`src/rtl/dac_module.sv`:
```
// Streams 12-bit samples from a valid/ready producer to a parallel DAC through a small FIFO.
// Generates the divided DAC clock and updates the code on its falling edge so it is stable at the DAC's rising-edge latch.
module dac_module #(
    parameter int          CLK         = 60,
    parameter int          DAC_FREQ    = 6,
    parameter int          FIFO_DEPTH  = 8,
    parameter int          PRIME_LEVEL = 4,
    parameter logic [11:0] MID_CODE    = 12'h800
) (
    input  logic        clk_PSRAM,
    input  logic        rst_n,
    input  logic        dac_enable,
    input  logic [11:0] sample_data,
    input  logic        sample_valid,
    output logic        sample_ready,
    output logic        dac_clk,
    output logic [11:0] dac_data,
    output logic        dac_underrun,
    output logic [7:0]  underrun_count,
    output logic        dac_running
);

    localparam int COUNTER_NUM = CLK / DAC_FREQ;
    localparam int HALF        = COUNTER_NUM / 2;
    localparam int CNT_W       = (HALF > 1) ? $clog2(HALF) : 1;
    localparam int PTR_W       = (FIFO_DEPTH > 1) ? $clog2(FIFO_DEPTH) : 1;
    localparam int LVL_W       = $clog2(FIFO_DEPTH + 1);

    typedef enum logic [1:0] {
        IDLE  = 2'd0,
        PRIME = 2'd1,
        RUN   = 2'd2
    } state_t;

    state_t             state_reg, state_next;
    logic [11:0]        mem [FIFO_DEPTH];
    logic [PTR_W-1:0]   wr_ptr_reg, wr_ptr_next;
    logic [PTR_W-1:0]   rd_ptr_reg, rd_ptr_next;
    logic [LVL_W-1:0]   count_reg, count_next;
    logic [CNT_W-1:0]   div_reg, div_next;
    logic               dac_clk_reg, dac_clk_next;
    logic [11:0]        data_reg, data_next;
    logic               underrun_reg, underrun_next;
    logic [7:0]         ucount_reg, ucount_next;
    logic               push, pop, flush;

    assign sample_ready   = (state_reg != IDLE) && (count_reg < LVL_W'(FIFO_DEPTH));
    assign push           = sample_valid && sample_ready && dac_enable;
    assign dac_clk        = dac_clk_reg;
    assign dac_data       = data_reg;
    assign dac_underrun   = underrun_reg;
    assign underrun_count = ucount_reg;
    assign dac_running    = (state_reg == RUN);

    always_comb begin
        state_next    = state_reg;
        div_next      = div_reg;
        dac_clk_next  = dac_clk_reg;
        data_next     = data_reg;
        underrun_next = 1'b0;
        ucount_next   = ucount_reg;
        pop           = 1'b0;
        flush         = 1'b0;

        case (state_reg)
            IDLE: begin
                flush        = 1'b1;
                div_next     = '0;
                dac_clk_next = 1'b0;
                data_next    = MID_CODE;
                if (dac_enable) begin
                    state_next = PRIME;
                end
            end
            PRIME: begin
                div_next     = '0;
                dac_clk_next = 1'b0;
                data_next    = MID_CODE;
                if (count_reg >= LVL_W'(PRIME_LEVEL)) begin
                    state_next = RUN;
                    data_next  = mem[rd_ptr_reg];
                    pop        = 1'b1;
                end
            end
            RUN: begin
                if (div_reg == CNT_W'(HALF - 1)) begin
                    div_next     = '0;
                    dac_clk_next = ~dac_clk_reg;
                    // Code changes only on the falling toggle of the DAC clock.
                    if (dac_clk_reg) begin
                        if (count_reg != '0) begin
                            data_next = mem[rd_ptr_reg];
                            pop       = 1'b1;
                        end else begin
                            underrun_next = 1'b1;
                            if (ucount_reg != 8'hFF) begin
                                ucount_next = ucount_reg + 8'd1;
                            end
                        end
                    end
                end else begin
                    div_next = div_reg + CNT_W'(1);
                end
            end
            default: begin
                state_next = IDLE;
            end
        endcase

        // Disable overrides everything: park the outputs and drop buffered data.
        if (!dac_enable) begin
            state_next    = IDLE;
            div_next      = '0;
            dac_clk_next  = 1'b0;
            data_next     = MID_CODE;
            underrun_next = 1'b0;
            ucount_next   = ucount_reg;
            pop           = 1'b0;
            flush         = 1'b1;
        end

        wr_ptr_next = wr_ptr_reg;
        rd_ptr_next = rd_ptr_reg;
        count_next  = count_reg;
        if (flush) begin
            wr_ptr_next = '0;
            rd_ptr_next = '0;
            count_next  = '0;
        end else begin
            if (push) begin
                wr_ptr_next = (wr_ptr_reg == PTR_W'(FIFO_DEPTH - 1)) ? '0 : wr_ptr_reg + PTR_W'(1);
            end
            if (pop) begin
                rd_ptr_next = (rd_ptr_reg == PTR_W'(FIFO_DEPTH - 1)) ? '0 : rd_ptr_reg + PTR_W'(1);
            end
            if (push && !pop) begin
                count_next = count_reg + LVL_W'(1);
            end else if (pop && !push) begin
                count_next = count_reg - LVL_W'(1);
            end
        end
    end

    always_ff @(posedge clk_PSRAM) begin
        if (!rst_n) begin
            state_reg    <= IDLE;
            wr_ptr_reg   <= '0;
            rd_ptr_reg   <= '0;
            count_reg    <= '0;
            div_reg      <= '0;
            dac_clk_reg  <= 1'b0;
            data_reg     <= MID_CODE;
            underrun_reg <= 1'b0;
            ucount_reg   <= 8'd0;
        end else begin
            state_reg    <= state_next;
            wr_ptr_reg   <= wr_ptr_next;
            rd_ptr_reg   <= rd_ptr_next;
            count_reg    <= count_next;
            div_reg      <= div_next;
            dac_clk_reg  <= dac_clk_next;
            data_reg     <= data_next;
            underrun_reg <= underrun_next;
            ucount_reg   <= ucount_next;
        end
    end

    // Sample storage; pointers are reset, so a write during reset is harmless.
    always_ff @(posedge clk_PSRAM) begin
        if (push && rst_n) begin
            mem[wr_ptr_reg] <= sample_data;
        end
    end

endmodule

```
`config.mk`:
```
export PLATFORM = sky130hd
export DESIGN_NAME = dac_module
export DESIGN_NICKNAME = d
export VERILOG_FILES = /design/src/rtl/dac_module.sv
export SDC_FILE = /design/constraint.sdc
export NUM_CORES = 1
export LEC_CHECK = 0
export ABC_AREA = 1
export CAP_MARGIN = 30
export CORE_ASPECT_RATIO = 0.7
export CORE_MARGIN = 2
export CORE_UTILIZATION = 50
export CTS_BUF_LIST = sky130_fd_sc_hd__clkbuf_4
export CTS_CLUSTER_DIAMETER = 120
export DETAILED_ROUTE_END_ITERATION = 12
export GPL_TIMING_DRIVEN = 0
export PLACE_DENSITY = 0.69
export SYNTH_ARGS = -nofsm -noshare
export SYNTH_HDL_FRONTEND = slang
export SYNTH_SLANG_ARGS = --single-unit
```
`constraint.sdc`:
```
create_clock -name clk_PSRAM -period 3.1 [get_ports clk_PSRAM]
set_input_delay 0.62 -clock clk_PSRAM [delete_from_list [all_inputs] [get_ports clk_PSRAM]]
set_output_delay 0.62 -clock clk_PSRAM [all_outputs]
set_load 0.01 [all_outputs]
```
# Yosys cells after proc, flatten, opt, wreduce, memory -nomap -nowiden
# Memory sizes are Yosys's and may differ from the RTL's. A register that Yosys moved wholly into a read port is not among the register bits.
# Index checks and enable logic that the tools add are counted.
# totals
mem_count	1
latchBits	0
ramBits	96
register_bits	37
word_cells	82
rom_bits	0
inputBits	16
# op_classes
n_eq_ne	10
magnitude_cmp	2
shifts	0
add_sub_neg	6
multipliers	0
n_reduce_logical	22
div	0
bitwise	4
muxes	28
# memory_table
name	words	word_bits	read_ports	rd_clocked_by_memory_dff	write_ports	line_no	text
mem	8	12	1	1	1	36	logic [11:0] mem [FIFO_DEPTH];
# ops
operator	count
2-to-1 mux 12 bit	4
case mux 12 bit (3 select lines)	1
2-to-1 mux 3 bit	5
2-to-1 mux 1 bit	11
adder 3 x 1 -> 3 bit, second input constant	3
equality test 3 bit, second input constant	3
adder 8 x 1 -> 8 bit, second input constant	1
2-to-1 mux 4 bit	2
!= test 8 bit, second input constant	1
logical AND 1 bit	6
!= test 2 x 1 -> 1 bit, second input constant	3
case mux 2 bit (3 select lines)	1
case mux 3 bit (2 select lines)	1
AND reduction 2 bit	3
AND reduction 6 bit	1
nonzero test 2 bit	3
AND reduction 5 bit	1
adder 4 x 1 -> 4 bit, second input constant	1
greater-or-equal comparator 4 x 3 -> 1 bit, second input constant	1
less-than comparator 4 bit, second input constant	1
inverter 1 bit	4
case mux 1 bit (2 select lines)	2
AND reduction 4 bit	1
nonzero test 4 bit	1
other kinds (9)	11

# Longest topological paths before layout
# logic_depth
word_depth	9
ltp_mapped	15

# Worst setup path after synthesis
# OpenSTA, ideal clock, no wires.
# synth_timing
path_type	register to register
from	register state_reg[0]
to	memory mem[0][0] (enable)
synth_period_minus_slack_ps	2586
stages_incl_launch_ff	8
slack_ps	514
arrival_ps	2190
setup_time_ps	396
cell_sequence	dfxtp_1 > inv_1 > ha_1 > nor2_1 > nand3_1 > nor2_1 > nand2_1 > nor3_1
# synth_between
elab_chain_len	7
# synth_lines
item	line_no	text
start, declared	35	state_t state_reg, state_next;
start signal, assigned	156	state_reg <= state_next;
nonzero test 2 bit	47	assign sample_ready = (state_reg != IDLE) && (count_reg < LVL_W'(FIFO_DEPTH));
logical AND 1 bit	47	
net sample_ready	15	output logic sample_ready,
logical AND 1 bit (2 in series)	48	assign push = sample_valid && sample_ready && dac_enable;
logical AND 1 bit	170	if (push && rst_n) begin
2-to-1 mux 1 bit	170	
2-to-1 mux 1 bit (implied by the code)	171	mem[wr_ptr_reg] <= sample_data;
end, declared	36	
# The timed path passes the listed nets, and every way through them passes these cells.

# Final worst setup path
# layout_timing
from	register state_reg[0]
to	register count_reg[3]
# layout_between
elab_chain_len	7
# layout_lines
item	line_no	text
nonzero test 2 bit (*)	47	
logical AND 1 bit (*)	47	
logical AND 1 bit (*) (2 in series)	48	
net push	45	logic push, pop, flush;
logical NOT 1 bit	138	end else if (pop && !push) begin
logical AND 1 bit	138	
nonzero test 2 bit (no line)	-	
end signal, assigned	159	count_reg <= count_next;
end, declared	39	logic [LVL_W-1:0] count_reg, count_next;
# Mark *: on every way through the listed nets, which the timed path passes. The rest lies on a longest branch.
# A chain may end at the register's enable or synchronous reset.

==> results.md <==
* Outcome: completed
* Initial Utilization at 51.90%
* Max reg flops at 96
* Synth warn at 0
* Syn Area/Cell at 9.037 sq um
* Vias/cell at 5.030
* CTS Hold Bufs at 0
* Synth top area share at 46.71%
* Setup Skew at 0.01824 ns
* Register bit total from synthesis at 136
* Critical path class: register to register
* Crit-path slowest cell: dfxtp_1
* Synth top area cells: edfxtp_1 47%, nand2_1 14%, dfxtp_1 13%
* Avg WL per Cell at 15.13 microns
* Largest area contributor in the synthesized netlist: edfxtp_1
* Maxcap violations at 0
* Critical path depth at 13
* Nets at 781
* Max Transition Viols Final at 0
* Crit. End Element: register
* Setup ws final at 0.3782 ns
* Distinct cells, synth at 29
* Worst rel slew slack at 52.70%
* CP Cell Sequence: inv_1 -> ha_1 -> nor2_1 -> nand3_1 -> inv_1 -> ha_1 -> inv_1 -> ha_1 -> a21oi_1 -> nand2_1 -> xor2_1 -> nand2_1 -> a21oi_1
* CP Max Fanout at 7
* Grt ovf at 0
* GR Util All Layers at 22.36%
* Grt met2 use at 35.46%
* Core Area at 0.01189 sq mm
* CP startpoint kind: register
* Io pins at 40
* Final setup violating endpoints at 0
* Clk Latency, worst-skew pair at 0.52 ns
* Combinational power share at 2.2%
* Num CTS Buffers at 17
* Ys flop type: edfxtp_1
* EDFF count, synth at 96
* Detailed Route WL at 13.90 mm
* Sw frac at 19.94%
* Die Area at 0.01326 sq mm
* Final period util at 87.80%
* Area Overhead vs Synth at 16.68%
* PwrDens at 469.5 mW/mm^2
* Vias post-DR at 4,623
* Die height at 96.96 microns
* Die span in x at 136.8 microns
* Cell-internal power at 2707 uW
* Synth cell count leaders: 229 x nand2_1, 123 x inv_1, 96 x edfxtp_1
* First-pass GRT wire length at 22.37 mm
* Place WS at 0.08772 ns
* Least-Margin Pin Slew at 0.7094 ns
* Final antenna-violating net count at 0
* Post-route cell area at 0.007202 sq mm
* Post-CTS Resized at 0
* Peak Freq at 367.4 MHz
* Static leakage at 0.003114 uW
* Top-count cell post-synth: nand2_1
* Clock transition at path regs at 0.12 ns
* Async S/R FF share, synth at 0%
* Critical path arrival at 3.18 ns
* Hpwl dp at 9.938 mm
* Met3 Track Usage GR at 5.713%
* DRT Pass-1 Iters at 5
* Clock Path Buffers at 2
* Unrepaired setup endpoints after global routing: false
* Cell Area, Synth at 0.006172 sq mm
* Clk root buf: clkbuf_4
* Most used routing layer: met2
* Dpl cell area at 0.006855 sq mm
* Family with the most delay on the worst path: adder cells
* Vias in the first global route at 4,577
* Max rail drop VDD at 0.2656 mV
* GPL Wtd Cong at 0.8069
* Top reg by flops: mem
* Number of port buffers at 39
* Antenna cell count at 0
* Worst Path Buf+Inv at 3
* Largest net degree at the start of global routing at 17
* Finished Core Util at 60.56%
* Hold Crit Depth at 2
* Worst path max stage delay at 0.42 ns
* Worst reg-to-reg path cell count at 13
* CTS Sinks at 136
* Worst R2R Setup Slack at 0.38 ns
* Share of cells above drive strength 1 at 9.186%
* Met1 Use GR at 30.34%
* Synth Instances at 683
* Net Sw Power at 674.2 uW
* HP Class: register to register
* Worst Path Required at 3.56 ns
* Num rows at 33
* CTS tree: done
* Clock share of power at 40.3%
* Antenna violations before repair at 0
* Register area share after synthesis at 59.68%
* Fillers at 1,016
* Drc violations at 0
* Final Hold Fails at 0
* Initial DRC count at 355
* Sequential power share at 57.5%
* Mapped Nets at 715
* Setup bufs post-CTS at 0
* H-Tree Depth at 4
* Period minus WS final at 2.722 ns
[worst paths after layout]
path                       end         start
setup / recovery  count_reg[3]  state_reg[0]
setup reg to reg  count_reg[3]  state_reg[0]
hold / removal     dac_data[7]   dac_data[7]
hold reg to reg    dac_data[7]   dac_data[7]
[layer usage]
layer	routed length [microns]	up-vias	share of wire [%]
li1	-	2289	-
met1	6170	2158	44
met2	6543	155	47
met3	976	21	7.0
met4	212	0	1.5
met5	0	-	0
[worst min-delay path: cells and delay by family, from the launching register on]
kind	cells	cell delay, ns
compound gates	1	0.05
flops	1	0.33
simple gates	1	0.08
[cells by family after synthesis]
group	Yosys count	share of synthesized area, %
simple gates	336	22.32
flops	136	59.68
buf+inv	147	9.528
xor+xnor	8	1.135
fa+ha+maj	16	3.365
compound gates	40	3.973
[cells in the final DEF, fill, tap and decap left out, drive strengths merged]
cell type,count
ha,15
nand2,229
or2,1
nor2,36
clkbuf,26
fa,1
clkdlybuf4s50,39
xnor2,2
bufinv,5
a21oi,29
nand3,60
nand4,3
nor3,7
a31oi,1
clkinv,7
a22oi,1
a21boi,1
buf,21
inv,126
dfxtp,40
a211oi,2
clkinvlp,2
xor2,6
edfxtp,96
o21ai,6
[final cells by class]
| type | count | area [sq um] | area share, % |
|---|---|---|---|
| Buffer | 20 | 111.4 | 1.546 |
| Clock buffer | 19 | 142.6 | 1.981 |
| Clock inverter | 13 | 203.9 | 2.832 |
| Inverter | 127 | 476.7 | 6.619 |
| Multi-Input combinational cell | 400 | 1911 | 26.53 |
| Sequential cell | 136 | 3684 | 51.15 |
| Tap cell | 157 | 196.4 | 2.728 |
| Timing Repair Buffer | 47 | 476.7 | 6.619 |
[power groups by stage]
stage	Combinational, uW	Sequential [uW]	Clock, uW
after global placement	69.2	1990	0
after CTS	73.6	1940	1390
final	73.9	1940	1360
after global routing	81.2	1950	1470
after detailed placement	73.1	1990	0
after floorplan	25.9	1990	0
[through the flow]
stage	power, uW	setup TNS [ns]	hold WS [ns]	instances
finish	3381	0	0.4880	919
global route	3492	0	0.5166	919
CTS	3411	0	0.4863	919
detailed placement	2059	0	0.4706	887
global placement	2055	-23.15	0.4690	879
floorplan	2012	0	0.4543	683
(Power assumes the default switching activity.)
